[src/rtl/flop_r.sv]
// ---------------------------------------------------------------------------
// flop_r : N-bit D-type register with synchronous, active-high reset.
//
// This is the leaf state element used for pipeline registers, the program
// counter and datapath state. Enable and multi-stage variants are built on it.
//
// Parameters
//   N          data width of d and q (N >= 1)
//   RESET_VAL  value loaded into q while reset is high (default all zeros)
//
// Ports (positional order is fixed: existing instances connect by position)
//   clk    rising-edge clock, the only timing reference
//   reset  synchronous reset, active-high, sampled on the rising clk edge
//   d      data input, sampled on the rising clk edge
//   q      registered output, one clock of latency from d
//
// There is no combinational path from d to q. q is left uninitialised, so
// it reads X in simulation until the first rising edge.
// ---------------------------------------------------------------------------
module flop_r #(
  parameter int            N         = 64,
  parameter logic [N-1:0]  RESET_VAL = '0
) (
  input  logic         clk,
  input  logic         reset,
  input  logic [N-1:0] d,
  output logic [N-1:0] q
);

  // reset is left out of the sensitivity list, so it only takes effect on a
  // clock edge. It also wins over d at that edge. The nonblocking update
  // lets chained instances behave as a proper shift pipeline.
  always_ff @(posedge clk) begin
    if (reset) begin
      q <= RESET_VAL;
    end else begin
      q <= d;
    end
  end

endmodule

[config.mk]
export PLATFORM = sky130hd
export DESIGN_NAME = flop_r
export DESIGN_NICKNAME = d
export VERILOG_FILES = /design/src/rtl/flop_r.sv
export SDC_FILE = /design/constraint.sdc
export NUM_CORES = 1
export LEC_CHECK = 0
export ABC_AREA = 1
export CAP_MARGIN = 10
export CORE_ASPECT_RATIO = 1.75
export CORE_MARGIN = 8
export CORE_UTILIZATION = 34
export CTS_BUF_LIST = sky130_fd_sc_hd__clkbuf_8 sky130_fd_sc_hd__clkbuf_16
export CTS_CLUSTER_SIZE = 20
export DETAILED_ROUTE_END_ITERATION = 16
export HOLD_SLACK_MARGIN = 0.05
export PLACE_DENSITY_LB_ADDON = 0.08
export SLEW_MARGIN = 10
export SYNTH_ARGS = -nofsm -noshare
export SYNTH_HDL_FRONTEND = slang
export SYNTH_SLANG_ARGS = --single-unit
[constraint.sdc]
create_clock -name clk -period 0.8 [get_ports clk]
set_clock_uncertainty 0.15 [all_clocks]
set_input_delay 0.12 -clock clk [delete_from_list [all_inputs] [get_ports clk]]
set_output_delay 0.12 -clock clk [all_outputs]
set_load 0.01 [all_outputs]
## Word-level counts from Yosys, hierarchy flattened

Cells that the tools add are included.

- Div/mod/pow operators: 0
- Add/subtract/negate cells: 0
- Mux-type cells: 0
- Reductions and logical operators: 0
- $lt $le $gt $ge: 0
- Bitwise logic cells: 0
- Multipliers: 0
- Shift-type cells: 0
- Eq/ne operators: 0

- Bits in latches: 0
- Logic and storage cells: 1
- Input port bits: 66
- Bits in writable memories: 0
- Memory bits (read-only): 0
- Memories: 0
- Register bits: 64
- Output and inout port bits: 64

## Depth between registers and ports, before layout

- Word-level depth: 0
- Mapped depth: 3

## Worst setup path after synthesis

Ideal clock, no wire load.

- Path kind: in2reg
- From: input port reset
- To: register q[10]
- Cell stages on the path: 3
- Library setup time: 112 ps
- Buffers on the path: 2
- Arrival time: 404 ps
- Path slack: 134 ps
- Required time: 538 ps
- Cell sequence: buf_6 -> buf_6 -> nor2_1

RTL lines:

| element | line | RTL |
|---|---|---|
| start: declaration | 25 | `input logic reset,` |
| end signal: assignment | 35 | `q <= RESET_VAL;` |
| end signal: assignment | 37 | `q <= d;` |
| end: declaration | 27 | `output logic [N-1:0] q` |

No word-level cell between the ends.

## Final worst setup path

- From: register q[3]
- To: output port q[3]

No word-level cell between the ends.

==> impl_metrics.prom <==
# TYPE chip_impl_metric gauge
chip_impl_info{name="startpoint_type",value="flip-flop"} 1
chip_impl_metric{name="postLayoutCoreUtil",unit=""} 0.617
chip_impl_metric{name="worst_path_largest_cell_delay",unit="ns"} 0.30
chip_impl_metric{name="die_span_y",unit="um"} 113
chip_impl_metric{name="leak",unit="uW"} 0.00173
chip_impl_metric{name="final-max-slew-violation-count",unit=""} 0
chip_impl_metric{name="syn_nets",unit=""} 265
chip_impl_metric{name="p_total",unit="uW"} 6860
chip_impl_info{name="unrepaired_setup_endpoints_after_global_routing",value="true"} 1
chip_impl_metric{name="grt_first_pass_wirelength",unit="mm"} 7.80
chip_impl_metric{name="grt_pass1_vias",unit=""} 1567
chip_impl_metric{name="wl_per_cell",unit="um"} 12.7
chip_impl_metric{name="synth-seq-area-share",unit=""} 0.696
chip_impl_metric{name="slew-limit-headroom",unit=""} 0.919
chip_impl_metric{name="p_int",unit="uW"} 5400
chip_impl_info{name="path_cells",value="buf_2"} 1
chip_impl_info{name="critical_path.startpoint",value="q[3]"} 1
chip_impl_info{name="yosys.area.top_type",value="dfxtp_1"} 1
chip_impl_metric{name="boundaryPins",unit=""} 130
chip_impl_info{name="cp-end-kind",value="primary output"} 1
chip_impl_info{name="synth-main-ff-cell",value="dfxtp_1"} 1
chip_impl_metric{name="final_period_minus_worst_setup_slack",unit="ns"} 1.03
chip_impl_metric{name="syn-mean-instance-area",unit="sq um"} 9.25
chip_impl_info{name="status",value="finished, violations left"} 1
chip_impl_metric{name="grtUsageMet1",unit=""} 0.112
chip_impl_metric{name="chipWidth",unit="um"} 71.6
chip_impl_metric{name="cts_inserted_buffers",unit=""} 9
chip_impl_metric{name="maxCapViolations",unit=""} 0
chip_impl_metric{name="drt_pre_antenna_iters",unit=""} 2
chip_impl_metric{name="grt_start_max_net_pins",unit=""} 28
chip_impl_info{name="setup.worst_path.class",value="reg -> out"} 1
chip_impl_metric{name="synth_cell_type_count",unit=""} 4
chip_impl_metric{name="synthesis.area",unit="sq um"} 1840
chip_impl_metric{name="tightest_slew",unit="ns"} 0.122
chip_impl_info{name="slowest_stage",value="dfxtp_1"} 1
chip_impl_metric{name="drt-initial-drc-count",unit=""} 49
chip_impl_info{name="post_synth_main_area_contributors",value="dfxtp_1, inv_1, nor2_1, buf_6"} 1
chip_impl_metric{name="timing.final.crit_share",unit=""} 1.28
chip_impl_metric{name="sink_count",unit=""} 64
chip_impl_metric{name="grt_antenna_before_repair",unit=""} 0
chip_impl_metric{name="count_of_flip_flops_with_a_built_in_enable_after_synthesis",unit=""} 0
chip_impl_info{name="largest-register",value="q"} 1
chip_impl_metric{name="detailroute.via_count",unit=""} 1517
chip_impl_metric{name="pwr-share-comb",unit=""} 0.127
chip_impl_metric{name="power_density",unit="nW/um^2"} 2120
chip_impl_info{name="layout_top_registers",value="q: 64 flops"} 1
chip_impl_metric{name="final-hold-violation-count",unit=""} 0
chip_impl_metric{name="buffer_ports.inserted",unit=""} 129
chip_impl_metric{name="grtUsageTotal",unit=""} 0.128
chip_impl_info{name="hp-class",value="in -> reg"} 1
chip_impl_metric{name="postLayoutSetupSlackWorst",unit="ns"} -0.225
chip_impl_metric{name="totalWireLength",unit="mm"} 4.99
chip_impl_info{name="yosys-top-cells-count",value="dfxtp_1, inv_1, nor2_1, buf_6"} 1
chip_impl_metric{name="swShare",unit=""} 0.213
chip_impl_metric{name="clkTransAtPathRegs",unit="ns"} 0.06
chip_impl_metric{name="antennaDiodeCount",unit=""} 0
chip_impl_metric{name="final_net_count",unit=""} 401
chip_impl_metric{name="place_congestion",unit=""} 0.697
chip_impl_metric{name="netlist.area_leader.share",unit=""} 0.696
chip_impl_metric{name="cp.required",unit="ns"} 0.53
chip_impl_metric{name="synth-seq-cells",unit=""} 64
chip_impl_metric{name="power.switching",unit="uW"} 1460
chip_impl_metric{name="floorplan.die_area",unit="sq um"} 8120
chip_impl_metric{name="use_met3",unit=""} 0.0859
chip_impl_metric{name="max_clock_freq",unit="MHz"} 975
chip_impl_metric{name="path_max_fanout",unit=""} 1
chip_impl_info{name="cpLargestDelayFamily",value="flip-flops"} 1
chip_impl_metric{name="ys.warnings.count",unit=""} 0
chip_impl_info{name="cts_root_buf",value="clkbuf_8"} 1
chip_impl_metric{name="detail-route-antenna-nets",unit=""} 0
chip_impl_metric{name="cts_max_level",unit=""} 3
chip_impl_metric{name="post_route_cells_drive_above_1_share",unit=""} 0.324
chip_impl_info{name="holdCritStartpoint",value="reset"} 1
chip_impl_metric{name="worstPathBufferInverterCount",unit=""} 1
chip_impl_info{name="tritoncts",value="done"} 1
chip_impl_metric{name="post-dp-hpwl",unit="mm"} 3.90
chip_impl_metric{name="multi_input_comb_area",unit="sq um"} 240
chip_impl_metric{name="met2_usage",unit=""} 0.215
chip_impl_metric{name="rows",unit=""} 35
chip_impl_metric{name="power.clock.fraction",unit=""} 0.373
chip_impl_metric{name="cp.arrival",unit="ns"} 0.76
chip_impl_metric{name="global_route.overflow_total",unit=""} 0
chip_impl_metric{name="fp.coreArea",unit="sq um"} 5260
chip_impl_metric{name="initial_core_util",unit=""} 0.350
chip_impl_metric{name="postSynth.asyncResetShare",unit=""} 0
chip_impl_metric{name="largest_register_ffs",unit=""} 64
chip_impl_metric{name="clock_tree.buffer_depth",unit=""} 2
chip_impl_metric{name="setup_violations",unit=""} 64
chip_impl_metric{name="routed_via_density",unit=""} 3.85
chip_impl_metric{name="number_of_remaining_drc_errors",unit=""} 0
chip_impl_metric{name="syn2layout_area_growth",unit="%"} 76.1
chip_impl_metric{name="regArea",unit="sq um"} 1320
chip_impl_info{name="violated_checks",value="negative setup slack"} 1
chip_impl_metric{name="seq_power_share",unit=""} 0.499
chip_impl_metric{name="ir_drop_worst_vdd",unit="V"} 0.00154
chip_impl_metric{name="fillCellCount",unit=""} 483
chip_impl_metric{name="syn-instance-count",unit=""} 199
chip_impl_info{name="grt_most_used_layer",value="met2"} 1
## cells in the final DEF (no fill, tap or decap)
cell type,n
inv_1,65
nor2_1,64
clkdlybuf4s50_1,64
buf_2,37
dfxtp_1,36
buf_6,28
dfxtp_2,28
clkbuf_8,10
clkinv_2,3
buf_12,2
bufinv_16,1
buf_4,1
## final timing paths
check             endpoint  slack [ns]  cells past startpoint
setup / recovery      q[3]       -0.23                      1
hold / removal       q[30]        0.06                      3
## stage by stage
step	worst slack (ns)	hold slack (ns)	setup TNS, ns	cell area (sq um)	std cells
4_1_cts	-0.264	0.0463	-16.01	3120	394
5_1_grt	-0.278	0.0637	-16.75	3240	394
2_1_floorplan	0.134	0.0770	0	1840	199
3_5_place_dp	-0.324	0.412	-25.09	3160	379
6_report	-0.225	0.0588	-13.90	3240	394
3_3_place_gp	-0.321	0.404	-24.16	3160	379
## final cells by class
class,count,area share
Inverter,64,0.0741
Sequential cell,64,0.406
Timing Repair Buffer,132,0.367
Clock inverter,5,0.0151
Multi-Input combinational cell,64,0.0741
Tap cell,55,0.0212
Clock buffer,10,0.0425
## metal layers
layer	up-vias	wire length, um
met5	-	0
met4	0	75
met3	8	651
met2	83	2560
met1	626	1710
li1	800	-
## power groups by stage
stage / logic (uW) / registers [uW] / clock network, uW
global placement: 954 / 3470 / 0
detailed placement: 964 / 3470 / 0
finish: 871 / 3420 / 2560
CTS: 845 / 3410 / 2690
floorplan: 189 / 3560 / 0
global route: 955 / 3440 / 2800
## what timing repair did
action | CTS | global route
gates resized for setup | 279 | 36
endpoints found under the hold margin | 1 | 0
setup endpoints to repair | 64 | 64
pin swaps | 0 | 0
buffers inserted | 0 | 0
cloned | 0 | 0
## logic make-up (layout without fill, tap and decap cells)
logic type / count (synthesis) / after routing / synth area share
buffers and inverters: 71 / 211 / 0.173
DFF: 64 / 64 / 0.696
and+or+nand+nor: 64 / 64 / 0.131
Note: power is estimated with default switching activity, not from simulation.
